==> src/rtl/pipe_ctrl.sv <==
// Pipeline stall/flush controller for the five-stage core.
// Combines per-stage stall requests into a hold vector, sequences redirects
// as a multi-cycle flush with a one-cycle PC reload, and keeps saturating
// performance counters plus a sticky stall watchdog.
module pipe_ctrl #(
  parameter int FLUSH_CYCLES = 1,
  parameter int WDOG_MAX     = 1024,
  parameter int STALL_CNT_W  = 32,
  parameter int FLUSH_CNT_W  = 16
) (
  input  logic                   clk,
  input  logic                   rst_,
  input  logic                   if_stallreq,
  input  logic                   id_stallreq,
  input  logic                   ex_stallreq,
  input  logic                   mem_stallreq,
  input  logic                   flush_req,
  input  logic [31:0]            flush_pc,
  output logic [5:0]             stall,
  output logic                   flush,
  output logic [31:0]            new_pc,
  output logic                   new_pc_vld,
  output logic [STALL_CNT_W-1:0] stall_cnt,
  output logic [FLUSH_CNT_W-1:0] flush_cnt,
  output logic                   stall_timeout
);

  typedef enum logic {ST_RUN, ST_FLUSH} state_t;

  localparam logic [3:0]  FC    = 4'(FLUSH_CYCLES);
  localparam logic [15:0] WM    = 16'(WDOG_MAX);
  localparam logic [15:0] WM_M1 = 16'(WDOG_MAX - 1);

  state_t      state_q, state_d;
  logic [3:0]  fcnt_q, fcnt_d;
  logic [4:0]  req_vec;
  logic        accept;
  logic [15:0] wd_q;

  function automatic logic [STALL_CNT_W-1:0] sat_inc_stall(input logic [STALL_CNT_W-1:0] v);
    return (&v) ? v : v + 1'b1;
  endfunction

  function automatic logic [FLUSH_CNT_W-1:0] sat_inc_flush(input logic [FLUSH_CNT_W-1:0] v);
    return (&v) ? v : v + 1'b1;
  endfunction

  // Highest-stage requester wins; every upstream stage holds with it
  always_comb begin
    req_vec = 5'b00000;
    if (mem_stallreq)      req_vec = 5'b11111;
    else if (ex_stallreq)  req_vec = 5'b01111;
    else if (id_stallreq)  req_vec = 5'b00111;
    else if (if_stallreq)  req_vec = 5'b00011;
  end

  // Next-state and stall output; redirects are taken even while stalled
  always_comb begin
    state_d = state_q;
    fcnt_d  = fcnt_q;
    stall   = 6'b000000;
    accept  = 1'b0;
    case (state_q)
      ST_RUN: begin
        stall = {1'b0, req_vec};
        if (flush_req) begin
          accept  = 1'b1;
          state_d = ST_FLUSH;
          fcnt_d  = FC;
        end
      end
      ST_FLUSH: begin
        // flush_req is stale here: its source is being cleared
        fcnt_d = fcnt_q - 4'd1;
        if (fcnt_q <= 4'd1) state_d = ST_RUN;
      end
      default: state_d = ST_RUN;
    endcase
  end

  assign flush = (state_q == ST_FLUSH);

  // State register and flush-length counter
  always_ff @(posedge clk or negedge rst_) begin
    if (!rst_) begin
      state_q <= ST_RUN;
      fcnt_q  <= 4'd0;
    end else begin
      state_q <= state_d;
      fcnt_q  <= fcnt_d;
    end
  end

  // Redirect target capture; valid strobe lasts the first flush cycle only
  always_ff @(posedge clk or negedge rst_) begin
    if (!rst_) begin
      new_pc     <= 32'd0;
      new_pc_vld <= 1'b0;
    end else begin
      new_pc_vld <= accept;
      if (accept) new_pc <= flush_pc;
    end
  end

  // Saturating performance counters
  always_ff @(posedge clk or negedge rst_) begin
    if (!rst_) begin
      stall_cnt <= '0;
      flush_cnt <= '0;
    end else begin
      if (stall[0]) stall_cnt <= sat_inc_stall(stall_cnt);
      if (accept)   flush_cnt <= sat_inc_flush(flush_cnt);
    end
  end

  // Watchdog over consecutive stalled RUN cycles; timeout is sticky
  always_ff @(posedge clk or negedge rst_) begin
    if (!rst_) begin
      wd_q          <= 16'd0;
      stall_timeout <= 1'b0;
    end else begin
      if (accept || !stall[0]) wd_q <= 16'd0;
      else if (wd_q != WM)     wd_q <= wd_q + 16'd1;
      if (stall[0] && !accept && (wd_q >= WM_M1)) stall_timeout <= 1'b1;
    end
  end

endmodule
==> config.mk <==
export PLATFORM = sky130hd
export DESIGN_NAME = pipe_ctrl
export DESIGN_NICKNAME = d
export VERILOG_FILES = /design/src/rtl/pipe_ctrl.sv
export SDC_FILE = /design/constraint.sdc
export NUM_CORES = 1
export LEC_CHECK = 0
export CORE_UTILIZATION = 52
export DETAILED_ROUTE_END_ITERATION = 6
export PLACE_DENSITY = 0.82
export REMOVE_ABC_BUFFERS = 1
export SYNTH_ARGS = -nofsm -noshare
export SYNTH_HDL_FRONTEND = slang
export SYNTH_SLANG_ARGS = --single-unit
==> constraint.sdc <==
create_clock -name clk -period 5 [get_ports clk]
set_input_delay 0.5 -clock clk [delete_from_list [all_inputs] [get_ports clk]]
set_output_delay 0.5 -clock clk [all_outputs]
set_load 0.01 [all_outputs]
==> impl_results.md <==
* Mapped Cells at 407
* Comb power frac at 35.4%
* P_sw at 0.834 mW
* Final Max Slew Viols at 0
* Gp weighted congestion at 0.822
* GRT Util Overall at 23.2%
* Worst vdd ir at around 310 uV
* CTS Buf Count at 9
* Crit Path Class: in -> out
* Top_reg_cell synth: dfrtp_1
* Crit-path max cell delay at about 0.64 ns
* XOR/XNOR Fraction of Synth Area at between 10% and 20%
* Cell Int Power at between 1.5 and 2 mW
* Slew margin rel. at 16.2%
* Slowest cell on the critical path: nor4_1
* Register area share after synthesis at 55.4%
* Core area at 0.00868 mm2
* Critical path required time at 4.50 ns
* Clk pwr share at a little under a fifth
* P_leak at 2.55 nW
* Die area at 0.00934 mm2
* Synth Area in Simple Gates at 18.8%
* DRT iter0 DRCs at 136
* Post-CTS Resized at 0
* CP max FO at 4
* GRT overflow at 0
* Setup TNS at 0 ns
* Post-synthesis compound-gate area fraction at 2.20%
* Worst slew pin tran at between 1 and 1.5 ns
* CTS tree: yes
* Largest net degree at the start of global routing at between 50 and 60
* Multi-input gate area at 0.00197 mm2
* WL/cell at 15.4 um
* Worst-skew pair later-pin latency at 0.37 ns
* Status: complete, no violations
* Dominant cell type by area after synthesis: dfrtp_1
* Fillers at 673
* Post-layout minimum cycle time at 2.90 ns
* Setup Skew at about 0.012 ns
* P per Cell Area at 424 mW/mm2
* Average cell area after synthesis at roughly 11 um2
* Hold WC Path Type: in -> async
* Number of synthesized register bits at 103
* Total power draw at 2.63 mW
* First-pass GRT wire length at between 15 and 20 mm
* N_diodes at 0
* H-tree levels at 3
* Worst-path cell chain: clkdlybuf4s50_1, nor4_1, or2_2, inv_1, clkdlybuf4s50_1
* IO Pins at 128
* Fraction of layout instances using a drive strength above 1 at 11.5%
* ANT nets after route at 0
* Root Driver: clkbuf_8
* Worst setup startpoint: mem_stallreq
* FF-to-FF Start: flush
* Largest cells by area after synthesis: dfrtp_1 55%, xnor2_1 8.3%, mux2_2 8.0%
* Ys Warns at 0
* DR vias at ~3500
* Max Clk Rate at 345 MHz
* FFs w/ async S/R, synth at 100%
* Max-Cap Viols at 0
* Hold buffers post-CTS at 0
* Row cnt at 34
* Remaining DRCs at 0
* Final period util at roughly three fifths
* Drt total wl at 9.93 mm
* Switch share at 31.7%
* Critical path capture point type: primary output
* WP data arrival at 2.40 ns
* Setup violators final at 0
* Number of global-route vias before repair at 3671
* Multiplexer area fraction after synthesis at 8.73%
* RSZ-0062 raised after global routing: no
* Initial DRT Pass Iterations at 4
* CP most frequent cell: clkdlybuf4s50_1
* Starting Density at 53.6%
* PortBufs at 126
* Die width at 96.6 um
* Number of flops mapped to enable cells by yosys at 0
* Setup Buffers After CTS at 0
* Clk pin slew, worst setup/hold paths at approximately 0.10 ns
* Adder-Cell Fraction of Synth Area at under 10%
* Fin. Hold Viols at 0
* Synth top area share at 55.4%
* Sequential share of power at 45.4%
* Clock Sink Count at 103
* Synthesis-to-finish area growth at 33.0%
* Longest Clk Path Bufs at 2
* DIE HEIGHT at 96.6 um
* Post-synth cell types at 43
* Placed wire-length estimate at 7.28 mm
* Initial antenna violation count at 0
* Layout Nets at 578
* Vias per std cell at 5.49
* Largest family of logic cells by synthesized area: simple AND/OR/NAND/NOR gates
* Mapped cell area at 0.00466 mm2
* Sequential Area at 0.00258 mm2
* Nature of the critical path startpoint: input pin
## synth_stat cells (all sizes together), types with 2 or more instances
master  instances
a21oi           6
and3b           2
nand3          18
o211ai          2
and4            3
or4             5
or3             4
or2             2
ha              6
mux2           34
o21ai           5
nand2b          2
nor3            8
nand4          29
and2            3
inv            12
and3           10
buf             9
nand2          25
xor2           13
nor3b           2
clkbuf          4
nor2b           2
a31oi           3
mux2i           2
dfrtp         103
xnor2          44
nor2           37
nor4b           2
nor4            6
## critical path, delay by kind of cell
family / cells / cell delay, ns
buffers and inverters: 3 / 1.01
and+or+nand+nor: 2 / 0.88
## cell type report
type                            count  share of cell area (%)
Timing Repair Buffer              128                    20.6
Tap cell                          108                    2.18
Clock buffer                        9                    2.00
Clock inverter                      7                    1.05
Inverter                           12                   0.728
Multi-Input combinational cell    279                    31.8
Sequential cell                   103                    41.6
## cells in the final DEF (no fill, tap or decap), types with 12 or more instances in the layout
cell	count
nand3_1	18
xor2_1	13
xnor2_1	44
mux2_2	33
clkdlybuf4s50_1	125
dfrtp_1	103
inv_1	12
nand2_1	24
nand4_1	28
nor2_1	37
## final timing paths
| kind | slack (ns) | end | cells after the start |
|---|---|---|---|
| min in group clk | 0.50 | flush_cnt[14] | 1 |
| max in group asynchronous | 3.75 | stall_cnt[6] | 2 |
| hold reg to reg | 0.50 | flush_cnt[14] | 1 |
| hold / removal | 0.12 | flush | 1 |
| setup / recovery | 2.10 | stall[0] | 5 |
| setup reg to reg | 2.38 | stall_cnt[15] | 4 |
## cell families after synthesis
logic type               after synthesis
adder cells (fa/ha/maj)                6
AO/OA/AOI/OAI                         18
flip-flops                           103
XOR/XNOR                              57
AND/OR/NAND/NOR                      161
other                                  1
multiplexers                          36
buffers and inverters                 25
## power groups by stage
| stage | logic (mW) | clock network [mW] | registers [mW] |
|---|---|---|---|
| floorplan | 0.334 | 0 | 1.27 |
| global placement | 0.914 | 0 | 1.20 |
| detailed placement | 0.942 | 0 | 1.21 |
| CTS | 0.948 | 0.518 | 1.20 |
| global route | 1.00 | 0.550 | 1.22 |
| finish | 0.931 | 0.503 | 1.19 |
## sequential cells by signal (all words and copies together) (netlist names)
| signal | count |
|---|---|
| stall_timeout | 1 |
| new_pc_vld | 1 |
| wd_q | 16 |
| stall_cnt | 32 |
| flush_cnt | 16 |
| fcnt_q | 4 |
| new_pc | 32 |
| flush | 1 |
## per-stage QoR
stage	utilization [%]	hold slack (ns)	cell area, um2	setup slack, ns	std cells
finish	71.3	0.119	6190	2.10	646
global route	71.3	0.156	6190	2.06	646
CTS	71.3	0.131	6190	2.13	646
detailed placement	69.2	0.488	6000	1.85	630
global placement	69.2	0.482	6000	2.01	630
floorplan	-	0.204	4590	1.75	394
## layer usage
layer | up-vias | track usage, % | part of all wire, %
met5 | - | 0 | 0
li1 | 1670 | - | -
met4 | 0 | 8.38 | 2.5
met3 | 20 | 6.36 | 4.5
met1 | 1769 | 28.7 | 43
met2 | 89 | 38.9 | 50
No activity file was read; power rests on OpenSTA's default activity.
